### config.mk
export PLATFORM = sky130hd
export DESIGN_NAME = dm_port_arbiter
export DESIGN_NICKNAME = d
export VERILOG_FILES = /design/src/rtl/dm_port_arbiter_pkg.sv /design/src/rtl/dm_port_mux.sv /design/src/rtl/dm_port_arbiter.sv
export SDC_FILE = /design/constraint.sdc
export NUM_CORES = 1
export LEC_CHECK = 0
export BUFFER_PORTS_ARGS = -buffer_cell sky130_fd_sc_hd__clkbuf_2
export CORE_AREA = 2 2 133 135
export CTS_CLUSTER_SIZE = 14
export DETAILED_ROUTE_END_ITERATION = 8
export DIE_AREA = 0 0 135 137
export GPL_ROUTABILITY_DRIVEN = 0
export GPL_TIMING_DRIVEN = 1
export PLACE_DENSITY_LB_ADDON = 0.3
export SLEW_MARGIN = 40
export SYNTH_ARGS = -nofsm -noshare
export SYNTH_HDL_FRONTEND = slang
export SYNTH_SLANG_ARGS = --single-unit
### constraint.sdc
create_clock -name clk -period 2.5 [get_ports clk]
set_input_delay 0.125 -clock clk [delete_from_list [all_inputs] [get_ports clk]]
set_output_delay 0.125 -clock clk [all_outputs]
set_load 0.1 [all_outputs]
### src/rtl/dm_port_arbiter_pkg.sv
// dm_port_arbiter_pkg
//   Shared definitions for the data-memory port arbiter: bus widths,
//   the write-disable level, the arbiter state encoding and the
//   saturating conflict-counter increment.
package dm_port_arbiter_pkg;

    localparam int          DATA_BUS        = 32;
    localparam int          MEM_ADDR_BUS    = 32;
    localparam logic        DMWRITE_DISABLE = 1'b0;
    localparam logic [31:0] DATA_INITIAL    = 32'h0000_0000;
    localparam logic [31:0] CNT_MAX         = 32'hFFFF_FFFF;

    // ARB_IDLE: no pending access (reset state).
    // ARB_SECOND: older access done, younger access being served.
    typedef enum logic {
        ARB_IDLE   = 1'b0,
        ARB_SECOND = 1'b1
    } arb_state_t;

    function automatic logic [31:0] sat_inc(input logic [31:0] v);
        return (v == CNT_MAX) ? v : v + 32'd1;
    endfunction

endpackage

### src/rtl/dm_port_mux.sv
// dm_port_mux
//   Purely combinational selection of one lane's access onto the single
//   data-memory port. With en low the port is parked at all zeros.
// Ports:
//   en                      drive the port at all
//   sel                     0 = lane 0, 1 = lane 1
//   lX_we/wea/addr/wdata    lane access fields
//   mem_w/DWea/Addr_out/Data_out  memory port
module dm_port_mux
    import dm_port_arbiter_pkg::*;
#(
    parameter int AW = 32,
    parameter int DW = 32
) (
    input  logic            en,
    input  logic            sel,
    input  logic            l0_we,
    input  logic [DW/8-1:0] l0_wea,
    input  logic [AW-1:0]   l0_addr,
    input  logic [DW-1:0]   l0_wdata,
    input  logic            l1_we,
    input  logic [DW/8-1:0] l1_wea,
    input  logic [AW-1:0]   l1_addr,
    input  logic [DW-1:0]   l1_wdata,
    output logic            mem_w,
    output logic [DW/8-1:0] DWea,
    output logic [AW-1:0]   Addr_out,
    output logic [DW-1:0]   Data_out
);

    always_comb begin
        mem_w    = DMWRITE_DISABLE;
        DWea     = '0;
        Addr_out = '0;
        Data_out = '0;
        if (en) begin
            if (sel) begin
                mem_w    = l1_we;
                DWea     = l1_we ? l1_wea : '0;
                Addr_out = l1_addr;
                Data_out = l1_wdata;
            end else begin
                mem_w    = l0_we;
                DWea     = l0_we ? l0_wea : '0;
                Addr_out = l0_addr;
                Data_out = l0_wdata;
            end
        end
    end

endmodule

### src/rtl/dm_port_arbiter.sv
// dm_port_arbiter
//   Shares the single data-memory port between the two execution lanes.
//   A lone request goes straight to the port with no added latency. Two
//   same-cycle requests are serialised oldest first: the older access is
//   performed while stall_out is raised and its read word is captured in
//   rbuf, then the younger access is performed in SECOND. Lanes receive the
//   raw read word; sign extension happens in the lanes.
//   Internal signal "state" (arb_state_t) is the FSM state for debug.
// Ports:
//   clk, rst_n              clock, asynchronous active-low reset
//   stop_in                 pipeline freeze; holds the current state
//   lX_req/we/wea/addr/wdata/num   lane access; num = 0 marks the older lane
//   mem_w/DWea/Addr_out/Data_out   memory port
//   Data_in                 memory read data (combinational from Addr_out)
//   lX_rdata                raw read word per lane
//   stall_out               one-cycle stall while the older access runs
//   conflict_cnt            saturating count of serialised conflicts
//
// Handshake: a lane request is qualified by lX_req alone; the pipeline holds
// lane inputs stable while stall_out or stop_in is high, so nothing is
// re-registered here. A state only advances in a cycle with stop_in low.
module dm_port_arbiter
    import dm_port_arbiter_pkg::*;
#(
    parameter int AW = 32,
    parameter int DW = 32
) (
    input  logic            clk,
    input  logic            rst_n,
    input  logic            stop_in,
    input  logic            l0_req,
    input  logic            l0_we,
    input  logic [DW/8-1:0] l0_wea,
    input  logic [AW-1:0]   l0_addr,
    input  logic [DW-1:0]   l0_wdata,
    input  logic            l0_num,
    input  logic            l1_req,
    input  logic            l1_we,
    input  logic [DW/8-1:0] l1_wea,
    input  logic [AW-1:0]   l1_addr,
    input  logic [DW-1:0]   l1_wdata,
    input  logic            l1_num,
    output logic            mem_w,
    output logic [DW/8-1:0] DWea,
    output logic [AW-1:0]   Addr_out,
    output logic [DW-1:0]   Data_out,
    input  logic [DW-1:0]   Data_in,
    output logic [DW-1:0]   l0_rdata,
    output logic [DW-1:0]   l1_rdata,
    output logic            stall_out,
    output logic [31:0]     conflict_cnt
);

    arb_state_t    state, state_nxt;
    logic [DW-1:0] rbuf;
    logic [31:0]   cnt_q;
    logic          grant;
    logic          port_en;
    logic          stall;
    logic          capture;
    logic          older_is_l1;
    logic          both_req;

    // Lane 1 is older only when it alone carries num = 0; a tie goes to lane 0.
    assign older_is_l1 = l0_num & ~l1_num;
    assign both_req    = l0_req & l1_req;

    always_comb begin
        state_nxt = state;
        grant     = 1'b0;
        port_en   = 1'b0;
        stall     = 1'b0;
        capture   = 1'b0;
        l0_rdata  = '0;
        l1_rdata  = '0;
        case (state)
            ARB_IDLE: begin
                if (both_req) begin
                    grant   = older_is_l1;
                    port_en = 1'b1;
                    stall   = 1'b1;
                    if (older_is_l1) l1_rdata = Data_in;
                    else             l0_rdata = Data_in;
                    if (!stop_in) begin
                        capture   = 1'b1;
                        state_nxt = ARB_SECOND;
                    end
                end else if (l0_req) begin
                    port_en  = 1'b1;
                    l0_rdata = Data_in;
                end else if (l1_req) begin
                    grant    = 1'b1;
                    port_en  = 1'b1;
                    l1_rdata = Data_in;
                end
            end
            ARB_SECOND: begin
                grant   = ~older_is_l1;
                port_en = 1'b1;
                if (older_is_l1) begin
                    l1_rdata = rbuf;
                    l0_rdata = Data_in;
                end else begin
                    l0_rdata = rbuf;
                    l1_rdata = Data_in;
                end
                if (!stop_in) state_nxt = ARB_IDLE;
            end
            default: state_nxt = ARB_IDLE;
        endcase
    end

    // Gated by rst_n so a reset drops the stall immediately even while
    // the lanes keep presenting their (to-be-replayed) requests.
    assign stall_out    = stall & rst_n;
    assign conflict_cnt = cnt_q;

    always_ff @(posedge clk or negedge rst_n) begin
        if (!rst_n) begin
            state <= ARB_IDLE;
            rbuf  <= '0;
            cnt_q <= DATA_INITIAL;
        end else begin
            state <= state_nxt;
            if (capture) begin
                rbuf  <= Data_in;
                cnt_q <= sat_inc(cnt_q);
            end
        end
    end

    dm_port_mux #(.AW(AW), .DW(DW)) u_mux (
        .en       (port_en),
        .sel      (grant),
        .l0_we    (l0_we),
        .l0_wea   (l0_wea),
        .l0_addr  (l0_addr),
        .l0_wdata (l0_wdata),
        .l1_we    (l1_we),
        .l1_wea   (l1_wea),
        .l1_addr  (l1_addr),
        .l1_wdata (l1_wdata),
        .mem_w    (mem_w),
        .DWea     (DWea),
        .Addr_out (Addr_out),
        .Data_out (Data_out)
    );

endmodule

==> results.md, run 1 <==
- Run status: finished, final reports clean
- Post-route ant nets: 0
- Grt total ovfl: 0
- Initial drt markers: 449
- Die area: 0.0185 sq mm
- Pin count of the biggest net entering global routing: 66
- Chip width: approximately 140 um
- Multi-input gate area: 0.00294 sq mm
- Arr. time, crit path: 2.28 ns
- Number of synthesized register bits: 65
- Residual DRC count: 0
- Port-buffer cells: 342
- Final nets: approximately 1200
- Clk buf depth: 2
- RSZ-0062 raised after global routing: yes
- First-pass GRT wire length: 36.5 mm
- Drt pass-1 iters: 5
- CTS tree: done
- Clock Sinks: 65
- CP startpoint kind: flip-flop
- Place WS: 0.287 ns
- Pwr Total: between 6 and 7 mW
- Tmin final: approximately 2.4 ns
- IO Pins: 343
- Initial core utilization: between 20% and 30%
- Sequential area share after synthesis: roughly 36%
- Final hold vios: 0
- Net Count, Synth: 846
- Final setup fails: 0
- Required time worst endpoint: 2.38 ns
- Routed vias/inst: 5.02
- Worst Max-Slew Pin Slew: around 0.8 ns
- Max rail drop VDD: 0.000946 V
- Die Y-Extent: 137 um
- Fillers: 1559
- CP endpoint kind: primary output
- CP Class: flip-flop to primary output
- Final Slew Violations: 0
- Post-synthesis cell count: 668
- Yosys top cell area share: 35.5%
- CTS Buf Count: 9
- Fin crit share: a little over nine tenths
- Total area of sequential cells: 0.00163 sq mm
- Clk slew on worst S/H paths: 0.06 ns
- Post-synth EDFFs: 0
- Synth Area per Inst: a little under 7 sq um
- Synth area leader: dfrtp_1
- DRT Wirelength: around 25 mm
- Wire length per cell: 20.2 um
- DP HPWL: ~20 mm
- Core Rows: 48
- Core Area: ~0.017 sq mm
- Initial antenna violation count: 7
- Post-synth design cell area: between 0.004 and 0.005 sq mm
- Slew HR: 46.2%
- Final Skew: 0.00853 ns
- Synth warn: 0
- Min-Delay Path Class: input pin to flip-flop
- Leakage Power: 4.63 nW
- Critical path fanouts, max: 32
- Max H-tree Level: 3
- FMAX: 416 MHz
- Power Density: about 770 mW/mm^2
- Main area contributors after synthesis: dfrtp_1, nand2_1, nand3_1
- Area delta synth->final: 97.2%
- Fraction of registers with async set/reset: 100%
- Yosys cell types: 33
- Clock tree root buffer cell: clkbuf_16
- Share of cells above drive strength 1: 44.0%
- Synth Flop Type: dfrtp_1
- Worst setup margin: approximately 0.1 ns
- Max Cap Violations: 0
- Via count: 6185
- Skew-Pair Late Insertion Delay: 0.33 ns
- Vias in the first global route: 5896
- Total Routing Usage GR: 26.5%
- Number of post-CTS setup repair buffers: 0
final timing paths:
| path | start | to | slack [ns] | cells past startpoint |
|---|---|---|---|---|
| worst max-delay path | state | l0_rdata[4] | 0.1 | 4 |
| worst min-delay path | Data_in[21] | rbuf[21] | 0.02 | 3 |
| worst max register to register | conflict_cnt[8] | conflict_cnt[28] | 0.41 | 6 |
| worst min register to register | rbuf[18] | rbuf[18] | 0.50 | 2 |
| max in group asynchronous | rst_n | state | 1.57 | 3 |
| min in group asynchronous | rst_n | conflict_cnt[28] | 0.48 | 3 |
critical path: stages, from the launching register on:
cell	delay, ns
dfrtp_2	0.60
nor2b_2	0.28
buf_4	0.40
a22o_1	0.21
buf_2	0.43
where the power goes:
part / internal (mW) / leakage [nW] / switching, mW
Clock: 0.810 / 0.146 / 0.514
Combinational: 1.29 / 3.64 / 2.96
Sequential: 1.19 / 0.850 / 0.142
Total: 3.30 / 4.63 / 3.62
area by class of cell:
| cell class | count | share of cell area (%) |
|---|---|---|
| antenna | 4 | 0.111 |
| clock buffer | 10 | 2.65 |
| clock inverter | 6 | 0.790 |
| inverter | 4 | 0.166 |
| multi-input combinational | 549 | 32.6 |
| sequential | 65 | 18.0 |
| tap | 225 | 3.12 |
| timing repair buffer | 369 | 42.5 |
through the flow:
step           instances   TNS, ns  util (%)  hold slack [ns]  cell area [sq um]
2_1_floorplan        668         0         -           -0.171               4720
3_5_place_dp        1208         0      50.7            0.324               8650
3_3_place_gp        1208         0      50.7            0.351               8640
5_1_grt             1228  -0.00725      52.8           0.0280               9010
6_report            1232         0      52.9           0.0199               9020
4_1_cts             1228         0      52.8          0.00321               9000
cell usage after synthesis, types with 2 or more instances:
library cell and instances:
nand2_1 303, nand3_1 80, dfrtp_1 65, clkbuf_1 44
a21oi_1 39, a22o_1 32, xnor2_1 25, nand4_1 17
nor2_1 9, and3_1 7, buf_2 6, inv_1 4
nor3_1 4, xor2_1 4, a31oi_1 3, and2_1 3
nor2b_1 3, and3_2 2, and4_1 2, and4_4 2
o21a_1 2
layer usage:
layer | vias up | track usage [%] | share of wire, %
li1 | 2899 | - | -
met1 | 2957 | 34.8 | 43
met2 | 292 | 42.0 | 45
met3 | 31 | 8.96 | 10
met4 | 6 | 6.25 | 1.8
met5 | - | 0 | 0.14
registers in the layout (all words and copies together) (netlist names):
register      count
state             1
rbuf             32
conflict_cnt     32
cell families (layout without fill, tap and decap cells):
kind of cell | count (synthesis) | after routing | share of synthesized area, %
other | 0 | 4 | 0
AOI/OAI and AO/OA | 78 | 79 | 11.8
and+or+nand+nor | 439 | 439 | 41.9
buffers and inverters | 55 | 389 | 4.67
xor gates and xnor gates | 29 | 29 | 5.55
DFF | 65 | 65 | 35.5
muxes | 1 | 1 | 0.246
adders and majority gates | 1 | 1 | 0.273
placed cells by master, fill, tap and decap left out, types with 3 or more instances in the layout:
master / count
nor2_1: 7
and3_1: 7
nand2_1: 302
buf_4: 18
xor2_1: 4
buf_2: 10
xnor2_1: 25
inv_1: 4
and2_1: 3
nand4_1: 17
clkbuf_16: 9
nand3_1: 80
diode_2: 4
clkbuf_2: 208
buf_12: 128
dlygate4sd3_1: 3
inv_6: 3
a22o_1: 32
a21oi_2: 37
dfrtp_1: 64
a31oi_1: 3
repair_timing:
action | in CTS | in global routing
hold buffers | 3 | 0
pin swaps | 1 | 0
gates cloned | 1 | 0
gates resized for setup | 1 | 14
endpoints found under the setup margin | 24 | 14
endpoints found under the hold margin | 67 | 0
Note: power is estimated with default switching activity, not from simulation.
==> run 2: changes to the inputs <==
BUFFER_PORTS_ARGS = not set   (was -buffer_cell sky130_fd_sc_hd__clkbuf_2)
CORE_AREA = 2 2 132 134   (was 2 2 133 135)
DIE_AREA = 0 0 134 136   (was 0 0 135 137)
DONT_BUFFER_PORTS = 1   (was not set)
==> run 2 against run 1 <==
Net effect: final cell count down 11%; largest cell class unchanged; sequential power about the same; critical endpoint is now l0_rdata[31]; worst hold slack better by 0.11 ns; utilization shrank 1.5 points.
==> results.md, run 2 (synthesized netlist as in run 1, its figures left out) <==
- Max H-tree Level: 3
- Required time worst endpoint: 2.38 ns
- Worst setup margin: 0.0995 ns
- CTS Buf Count: 9
- Run status: finished, final reports clean
- R2r setup slk: 0.48 ns
- Place WS: 0.436 ns
- Drt pass-1 iters: 5
- Worst R2R End: conflict_cnt[1]
- CTS tree: done
- Post-route ant nets: 0
- Power Density: 787 mW/mm^2
- Via count: 5791
- Tmin final: 2.40 ns
- Setup TNS: 0 ns
- Slew HR: 66.4%
- Pin count of the biggest net entering global routing: between 60 and 70
- Worst Setup SP: state
- Area delta synth->final: 89.6%
- Leakage Power: 4.10 nW
- CP startpoint kind: flip-flop
- Min-Delay Path Class: input pin to flip-flop
- Final setup fails: 0
- Port-buffer cells: 0
- Initial drt markers: 484
- Clk buf depth: 2
- Final Slew Violations: 0
- Design area: 0.00868 sq mm
- Die area: about 0.018 sq mm
- Wire length per cell: 23.7 um
- Core Area: 0.0169 sq mm
- Skew-Pair Late Insertion Delay: 0.34 ns
- IO Pins: 343
- Initial antenna violation count: 17
- Total Routing Usage GR: between 20 and 30%
- Most frequent cells in the layout: nand2_1, buf_12, nand3_1
- Commonest non-fill, non-tap cell in the layout: nand2_1
- Residual DRC count: 0
- Final nets: 1030
- Final hold vios: 0
- Fin crit share: 96.0%
- Chip width: 134 um
- Arr. time, crit path: 2.28 ns
- Grt total ovfl: 0
- DRT Wirelength: 25.9 mm
- Clock Sinks: 65
- Fin Hold WS: 0.126 ns
- Die Y-Extent: 136 um
- Routed vias/inst: 5.31
- CP endpoint kind: primary output
- Clk slew on worst S/H paths: 0.06 ns
- Vias in the first global route: 5597
- Core Rows: 48
- RSZ-0062 raised after global routing: no
- R2r worst-path depth: 5
- Max rail drop VDD: 0.000812 V
- Reg-to-reg startpoint: state
- DP HPWL: 19.9 mm
- Critical Path Sink: l0_rdata[31]
- Placed Area: 0.00796 sq mm
- CP Class: flip-flop to primary output
- Critical path fanouts, max: 22
- Clock tree root buffer cell: clkbuf_16
- Max Cap Violations: 0
- First-pass GRT wire length: 36.6 mm
- Worst Max-Slew Pin Slew: around 0.50 ns
- Final Skew: between 0.003 and 0.004 ns
- FMAX: approximately 420 MHz
- Share of cells above drive strength 1: 30.3%
- Initial core utilization: 27.1%
run 2: power breakdown:
part           internal, mW  total [mW]  switching (mW)
combinational          1.32        4.25            2.93
clock                 0.766        1.27           0.502
sequential             1.19        1.31           0.120
run 2: worst min path at each step:
stage / from / endpoint / cells after the start
global placement: rst_n / conflict_cnt[21] / 0
finish: stop_in / rbuf[1] / 4
detailed placement: rst_n / conflict_cnt[20] / 0
global route: stop_in / rbuf[6] / 4
CTS: stop_in / rbuf[1] / 4
floorplan: rst_n / conflict_cnt[0] / 0
run 2: worst max-delay path, stage by stage (launching register included):
cell and delay (ns):
dfrtp_1 0.48, buf_4 0.22, nor2b_4 0.37, buf_4 0.36
a22o_1 0.27, buf_12 0.19
run 2: layout make-up:
class / instances / area, sq um
fillers: 1501 / 8200
repair buffers: 224 / 3510
multi-input cells: 548 / 2940
flip-flops and latches: 65 / 1630
well taps: 225 / 282
clock buffers: 10 / 229
clock inverters: 5 / 56.3
diodes: 10 / 25.0
inverters: 4 / 15.0
run 2: layer usage:
metal / vias to the layer above / global-route usage (%) / share of wire, %
met2: 333 / 42.8 / 45
met4: 14 / 8.69 / 3.0
met5: - / 0 / 0.37
met3: 56 / 14.1 / 13
li1: 2607 / - / -
met1: 2781 / 32.8 / 39
run 2: through the flow:
| step | util [%] | cells | total power [mW] |
|---|---|---|---|
| floorplan | - | 668 | 4.03 |
| global placement | 47.2 | 1029 | 5.44 |
| detailed placement | 47.2 | 1029 | 5.48 |
| CTS | 51.1 | 1079 | 6.85 |
| global route | 51.3 | 1085 | 7.04 |
| finish | 51.4 | 1091 | 6.83 |
run 2: timing repair:
| item | in CTS | in global routing |
|---|---|---|
| hold endpoints to repair | 98 | 0 |
| gates resized for setup | 0 | 1 |
| setup buffers | 0 | 1 |
| hold buffers | 35 | 0 |
| setup endpoints to repair | 0 | 8 |
